## src/rtl/membus_lsu_master.sv

```systemverilog
// Load/store initiator for the SoC data memory bus: one command at a time, byte-lane
// alignment, load extension, misalignment detection and a bus timeout.
module membus_lsu_master #(
  parameter int TIMEOUT_CYCLES = 255
) (
  input  logic        clk,
  input  logic        res,
  input  logic        cmd_valid,
  output logic        cmd_ready,
  input  logic        cmd_we,
  input  logic [1:0]  cmd_size,
  input  logic        cmd_unsigned,
  input  logic [31:0] cmd_addr,
  input  logic [31:0] cmd_wdata,
  output logic        rsp_valid,
  output logic [31:0] rsp_rdata,
  output logic        rsp_err,
  output logic        bus_req,
  output logic [31:0] bus_addr,
  output logic        bus_write_en,
  output logic [3:0]  bus_byte_en,
  output logic [31:0] bus_write_data,
  input  logic [31:0] bus_read_data,
  input  logic        bus_valid
);

  typedef enum logic [1:0] {IDLE = 2'd0, BUS = 2'd1, RESP = 2'd2} state_t;

  state_t      state_reg, state_next;
  logic [31:0] addr_reg;
  logic [1:0]  off_reg;
  logic [1:0]  size_reg;
  logic        we_reg;
  logic        uns_reg;
  logic [3:0]  be_reg;
  logic [31:0] wdata_reg;
  logic [31:0] cnt_reg;
  logic        err_reg;
  logic [31:0] rdata_reg;

  logic        cmd_fire;
  logic        cmd_bad;
  logic        tmo_hit;
  logic [3:0]  be_next;
  logic [31:0] wdata_next;
  logic [31:0] shifted_rd;
  logic [31:0] load_ext;

  assign cmd_fire = cmd_valid && (state_reg == IDLE);

  always_comb begin
    cmd_bad = 1'b0;
    case (cmd_size)
      2'd1:    cmd_bad = cmd_addr[0];
      2'd2:    cmd_bad = (cmd_addr[1:0] != 2'b00);
      2'd3:    cmd_bad = 1'b1;
      default: cmd_bad = 1'b0;
    endcase
  end

  // Counter holds the number of BUS cycles already completed, so the last
  // permitted cycle is the one where it equals TIMEOUT_CYCLES-1.
  assign tmo_hit = (TIMEOUT_CYCLES != 0) && (cnt_reg == 32'(TIMEOUT_CYCLES - 1));

  // Aligned accesses make "shift then replicate lower lanes" a plain replication.
  always_comb begin
    be_next    = 4'b1111;
    wdata_next = cmd_wdata;
    case (cmd_size)
      2'd0: begin
        be_next    = 4'b0001 << cmd_addr[1:0];
        wdata_next = {4{cmd_wdata[7:0]}};
      end
      2'd1: begin
        be_next    = 4'b0011 << cmd_addr[1:0];
        wdata_next = {2{cmd_wdata[15:0]}};
      end
      default: begin
        be_next    = 4'b1111;
        wdata_next = cmd_wdata;
      end
    endcase
  end

  always_comb begin
    shifted_rd = bus_read_data >> {off_reg, 3'b000};
    case (size_reg)
      2'd0:    load_ext = {{24{shifted_rd[7] & ~uns_reg}}, shifted_rd[7:0]};
      2'd1:    load_ext = {{16{shifted_rd[15] & ~uns_reg}}, shifted_rd[15:0]};
      default: load_ext = shifted_rd;
    endcase
  end

  always_comb begin
    state_next = state_reg;
    case (state_reg)
      IDLE:    if (cmd_valid) state_next = cmd_bad ? RESP : BUS;
      BUS:     if (bus_valid || tmo_hit) state_next = RESP;
      RESP:    state_next = IDLE;
      default: state_next = IDLE;
    endcase
  end

  always_ff @(posedge clk) begin
    if (res) state_reg <= IDLE;
    else     state_reg <= state_next;
  end

  always_ff @(posedge clk) begin
    if (res) begin
      addr_reg  <= '0;
      off_reg   <= '0;
      size_reg  <= '0;
      we_reg    <= 1'b0;
      uns_reg   <= 1'b0;
      be_reg    <= '0;
      wdata_reg <= '0;
      cnt_reg   <= '0;
      err_reg   <= 1'b0;
      rdata_reg <= '0;
    end else if (cmd_fire) begin
      addr_reg  <= {cmd_addr[31:2], 2'b00};
      off_reg   <= cmd_addr[1:0];
      size_reg  <= cmd_size;
      we_reg    <= cmd_we;
      uns_reg   <= cmd_unsigned;
      be_reg    <= be_next;
      wdata_reg <= wdata_next;
      cnt_reg   <= '0;
      err_reg   <= cmd_bad;
      rdata_reg <= '0;
    end else if (state_reg == BUS) begin
      cnt_reg <= cnt_reg + 32'd1;
      if (bus_valid) begin
        err_reg   <= 1'b0;
        rdata_reg <= we_reg ? 32'd0 : load_ext;
      end else if (tmo_hit) begin
        err_reg   <= 1'b1;
        rdata_reg <= '0;
      end
    end
  end

  // Bus and response fields come from registers and are gated to zero outside their state.
  assign cmd_ready      = (state_reg == IDLE);
  assign rsp_valid      = (state_reg == RESP);
  assign rsp_err        = rsp_valid & err_reg;
  assign rsp_rdata      = rsp_valid ? rdata_reg : 32'd0;
  assign bus_req        = (state_reg == BUS);
  assign bus_addr       = bus_req ? addr_reg : 32'd0;
  assign bus_write_en   = bus_req & we_reg;
  assign bus_byte_en    = bus_req ? be_reg : 4'd0;
  assign bus_write_data = bus_req ? wdata_reg : 32'd0;

endmodule

```

## config.mk

```make
export PLATFORM = sky130hd
export DESIGN_NAME = membus_lsu_master
export DESIGN_NICKNAME = d
export VERILOG_FILES = /design/src/rtl/membus_lsu_master.sv
export SDC_FILE = /design/constraint.sdc
export NUM_CORES = 1
export LEC_CHECK = 0
export BUFFER_PORTS_ARGS = -buffer_cell sky130_fd_sc_hd__buf_2
export CELL_PAD_IN_SITES_DETAIL_PLACEMENT = 0
export CELL_PAD_IN_SITES_GLOBAL_PLACEMENT = 1
export CORE_ASPECT_RATIO = 1.4
export CORE_MARGIN = 5
export CORE_UTILIZATION = 37
export CTS_CLUSTER_SIZE = 12
export DETAILED_ROUTE_END_ITERATION = 10
export GPL_TIMING_DRIVEN = 1
export PLACE_DENSITY = 0.92
export SKIP_LAST_GASP = 1
export SLEW_MARGIN = 20
export SYNTH_ARGS = -nofsm -noshare
export SYNTH_HDL_FRONTEND = slang
export SYNTH_SLANG_ARGS = --single-unit
```

## constraint.sdc

```tcl
create_clock -name clk -period 2.4 [get_ports clk]
set_clock_uncertainty 0.2 [all_clocks]
set_input_delay 0 -clock clk [delete_from_list [all_inputs] [get_ports clk]]
set_output_delay 0 -clock clk [all_outputs]
set_load 0.1 [all_outputs]
```

# Word-level counts from Yosys, hierarchy flattened
# Index checks and enable logic that the tools add are counted.
[classes] addsub=1 eq_ne=9 n_shift=3 mux=19 bitwise_logic=5 reduce_logical=13
[op_table] cell="$mux W32" count=6
[op_table] cell="$pmux W32 S2" count=2
[op_table] cell="$add A32 B1 Y32 const B" count=1
[op_table] cell="$eq A32 B8 Y1 const B" count=1
[op_table] cell="$shr A32 B5 Y32" count=1
[op_table] cell="$pmux W4 S2" count=1
[op_table] cell="$eq A2 B1 Y1 const B" count=3
[op_table] cell="$eq A2 B2 Y1 const B" count=3
[op_table] cell="$logic_not A2 Y1" count=3
[op_table] cell="$mux W2" count=3
[op_table] cell="$reduce_and A2 Y1" count=3
[op_table] cell="$reduce_bool A2 Y1" count=3
[op_table] cell="$and A1 B1 Y1" count=4
[op_table] cell="$mux W1" count=4
[op_table] cell="$mux W4" count=1
[op_table] cell="$pmux W2 S2" count=1
[op_table] cell="$shl A1 B2 Y4 const A" count=1
[op_table] cell="$shl A2 B2 Y4 const A" count=1
[op_table] cell="$pmux W1 S3" count=1
[op_table] cell="$reduce_bool A3 Y1" count=1
[op_table] cell="$ne A2 B1 Y1 const B" count=1
[op_table] cell="$ne A2 B2 Y1 const B" count=1
[op_table] cell="$reduce_or A2 Y1" count=1
[op_table] cell="$logic_and A1 B1 Y1" count=1
[op_table] cell="other kinds (2)" count=2
[totals] register_bits=139 input_bits=104 out_inout_bits=105 word_cells=61

# Logic depth before layout (Yosys ltp)
[depth] word_depth=5 mapped_depth=8 ltp_nobuf=7

# Worst setup path before layout
# OpenSTA, ideal clock, no wires.
[synth_path] path_type="flip-flop to flip-flop" startpoint="register state_reg[0]" endpoint="register rdata_reg[16]" arrival_ns=2.749 path_slack_ns=-0.671 path_stages_with_launch=8 period_less_slack_ns=3.071 path_cell_list="dfxtp_1 -> nor2_1 -> and2_1 -> clkbuf_1 -> nor2_1 -> o21a_1 -> buf_6 -> a221o_1"
[synth_via] elab_chain_len=3
[synth_lines] element="start, declared" line_no="29" source="state_t state_reg, state_next;"
[synth_lines] element="start signal, assigned" line_no="106" source="else state_reg <= state_next;"
[synth_lines] element="$logic_not A2 Y1"
[synth_lines] element="net cmd_ready" line_no="9" source="output logic cmd_ready,"
[synth_lines] element="$logic_and A1 B1 Y1" line_no="49" source="assign cmd_fire = cmd_valid && (state_reg == IDLE);"
[synth_lines] element="$reduce_or A2 Y1 (no line)"
[synth_lines] element="end signal, assigned" line_no="136" source="rdata_reg <= we_reg ? 32'd0 : load_ext;"
[synth_lines] element="end, declared" line_no="39" source="logic [31:0] rdata_reg;"
# The timed path passes the listed nets, and every way through them passes these cells.
# A chain may end at the register's enable or synchronous reset.

# Final worst setup path
[layout_path] startpoint="register state_reg[0]" endpoint="register err_reg"
[layout_via] elab_chain_len=4
[layout_lines] element="$logic_not A2 Y1" line_no="49"
[layout_lines] element="$logic_and A1 B1 Y1" line_no="49"
[layout_lines] element="$reduce_bool A3 Y1 (no line) or $reduce_bool A2 Y1 (tied branches)"
[layout_lines] element="$reduce_and A2 Y1 (no line)"
[layout_lines] element="end signal, assigned" line_no="130" source="err_reg <= cmd_bad;"
[layout_lines] element="end, declared" line_no="38" source="logic err_reg;"
# Several ways; a longest one is shown, not always the timed one.

==> flow_metrics.py <==
metrics = {
    "detailed_routing": {
        "drtPass1Iterations": 6,
        "drc": 0,
        "vias_per_cell": 5.13,
        "wirelength_mm": 24.5,
        "antenna_left": 0,
        "drtIter0Drc": 454,
        "wl_per_cell_um": 17.0,
        "num_vias": 7364,
    },
    "global_routing": {
        "grt_pass1_wl_mm": 38.8,
        "antenna_found_initial": 0,
        "grt_start_max_net_pins": 95,
        "grt.total_usage_pct": 22.4,
        "grt-ovfl-total": 0,
        "grt_pass1_vias": 7534,
    },
    "sta": {
        "fmax_ghz": 0.436,
        "worst_pin_slew_ns": 0.765,
        "hold_violations": 0,
        "fin_crit_ns": 2.29,
        "finalSetupViolCount": 0,
        "slew_headroom_pct": 49.0,
        "fin_tns_setup_ns": 0,
        "rsz0062_at_grt": "yes",
        "finalCritPeriodShare_pct": 95.5,
        "drv_slew": 0,
    },
    "cts": {
        "clock_sinks": 139,
        "post_cts_buffers": 0,
        "cts.clk_slew.worst_paths_ns": 0.06,
        "cts_root_buf": "clkbuf_16",
        "insertion_delay_ns": 0.42,
        "cts_buffer_depth": 2,
        "cts_tree": "yes",
        "cts_buffers": 17,
        "h-tree-depth": 4,
    },
    "yosys": {
        "synth_sequential_area_ratio_pct": 41.0,
        "netlist_area_mm2": 0.00678,
        "ys_top_cells_by_area": "dfxtp_1 (41%), and2_1 (9.5%), nand2_1 (8.0%)",
        "synth_top_cell_by_area": "dfxtp_1",
        "synth_cell_types": 48,
        "synth-edff-count": 0,
        "syn-instance-count": 842,
        "synthArstFlopShare_pct": 0,
        "syn_area_per_cell_um2": 8.05,
        "synth_top_area_share_pct": 41.0,
        "synth_seq_cells": 139,
        "synth-warning-count": 0,
        "ys.flop_type": "dfxtp_1",
    },
    "floorplan": {
        "dieArea_mm2": 0.0212,
        "row_count": 58,
        "core_area_mm2": 0.0180,
        "die_height_um": 170,
        "die_x_um": 124,
        "ios": 209,
        "start_util_pct": 37.7,
    },
    "layout": {
        "final_cell_mix": "dlygate4sd3_1 (162), nand2_1 (143), dfxtp_1 (139)",
        "layout-area-overhead-vs-synth_pct": 67.1,
        "drive_gt1_share_pct": 23.3,
        "final_common_cell": "dlygate4sd3_1",
        "nNetsFinal": 1287,
        "postLayoutCoreUtil_pct": 63.0,
    },
    "worst_setup_path": {
        "worstPathArrival_ns": 2.46,
        "startpoint_type": "flip-flop",
        "cp_top_family": "buffers and inverters",
        "end_kind": "flip-flop",
        "crit_type": "reg -> reg",
        "cp_slowest_cell": "dlygate4sd3_1",
        "cp_cell_sequence": "nand2b_1 -> inv_2 -> buf_12 -> nor2_1 -> a211oi_1 -> a21oi_1 -> nor3_1 -> dlygate4sd3_1",
        "critPathMaxStageDelay_ns": 0.56,
        "cp.required_ns": 2.57,
        "cp_max_fo": 50,
        "cp_num_buf_inv": 3,
    },
    "power": {
        "switching_share_pct": 28.8,
        "power.leakage_nw": 4.82,
        "p_int_mw": 4.56,
        "power_density_mw_per_mm2": 565,
        "power_mw": 6.40,
        "p_switching_mw": 1.84,
        "pwr-share-seq_pct": 38.8,
        "p_comb_share_pct": 19.0,
        "p_clk_share_pct": 42.2,
        "ir_drop_mv": 0.619,
    },
    "place": {
        "place.gp.congestion": 0.819,
        "place_hpwl_mm": 14.6,
        "portBuffers": 206,
    },
    "flow_run": {
        "max_cap_viol_count": 0,
    },
    "run_status": {
        "status": "complete, no violations",
    },
    "hold_path": {
        "hold_class": "in -> reg",
    },
}
Yosys cell counts (2+ instances only):
cell / n
a211oi_1: 10
a21o_1: 7
a21oi_1: 66
a221o_1: 16
a311oi_1: 8
and2_1: 103
and3_1: 4
and4_1: 2
buf_1: 6
buf_2: 18
buf_4: 2
buf_6: 2
clkbuf_1: 41
dfxtp_1: 139
ha_1: 2
inv_1: 11
mux2_2: 8
mux2i_1: 33
nand2_1: 144
nand2b_1: 2
nand3_1: 7
nand3b_1: 9
nand4_1: 16
nand4b_1: 2
nor2_1: 68
nor2b_1: 2
nor3_1: 11
nor4_1: 7
o21a_1: 2
o21ai_0: 41
o22ai_1: 2
o2bb2ai_1: 8
xnor2_1: 7
xor2_1: 22
final cells by class:
class	instances	area [um^2]
Tap cell	240	300
Clock inverter	13	155
Fill cell	1455	6670
Antenna cell	2	5.00
Inverter	11	41.3
Multi-Input combinational cell	624	3670
Sequential cell	139	2780
Timing Repair Buffer	388	3930
Clock buffer	19	453
power by group through the flow:
| stage | clock network [mW] | registers [mW] | logic, mW |
|---|---|---|---|
| after global placement | 0 | 2.52 | 0.938 |
| after CTS | 2.75 | 2.48 | 1.18 |
| final | 2.71 | 2.48 | 1.22 |
| after floorplan | 0 | 2.50 | 0.633 |
| after global routing | 2.86 | 2.49 | 1.30 |
| after detailed placement | 0 | 2.53 | 0.947 |
cells by family after synthesis:
| logic type | after synthesis | share of synthesized area [%] |
|---|---|---|
| simple gates | 386 | 28.3 |
| other cells | 1 | 0.0553 |
| xor+xnor | 29 | 3.75 |
| flops | 139 | 41.0 |
| mux | 42 | 6.37 |
| buf+inv | 80 | 5.09 |
| fa+ha+maj | 2 | 0.369 |
| compound gates | 163 | 15.0 |
worst register-to-register path, cell delays in order, from the launching register on:
cell and delay, ns:
dfxtp_1 0.45, nand2b_1 0.19, inv_2 0.13, buf_12 0.22
nor2_1 0.07, a211oi_1 0.19, a21oi_1 0.07, nor3_1 0.17
dlygate4sd3_1 0.56
path summary, 6_finish.rpt:
path / depth (start not counted) / end / start / slack [ns]
worst max register to register: 8 / err_reg / state_reg[0] / 0.11
worst min-delay path: 6 / rdata_reg[12] / bus_read_data[12] / 0.04
worst max-delay path: 8 / err_reg / state_reg[0] / 0.11
worst min register to register: 1 / rdata_reg[8] / rdata_reg[8] / 0.25
repair_timing:
action,in CTS,in global routing
setup endpoints to repair,15,19
hold buffers,162,0
endpoints found under the hold margin,116,0
gates resized for setup,1,1
per-stage QoR:
stage          instances  cell area, um^2  worst slack [ns]  hold slack [ns]
2_1_floorplan        843             6790            -0.159          -0.0640
3_3_place_gp        1240             9090            0.0398           0.0395
5_1_grt             1434            11300           -0.0294           0.0753
4_1_cts             1434            11300             0.108           0.0102
6_report            1436            11300             0.108           0.0369
3_5_place_dp        1240             9090           0.00646           0.0474
layer usage:
layer	routed length (um)	part of all wire [%]	GRT usage, %	up-vias
li1	-	-	-	3538
met5	0	0	0	-
met3	1340	5.5	5.75	89
met1	9140	37	24.5	3448
met2	12700	52	39.5	289
met4	1250	5.1	12.8	0
Note: power is estimated with default switching activity, not from simulation.
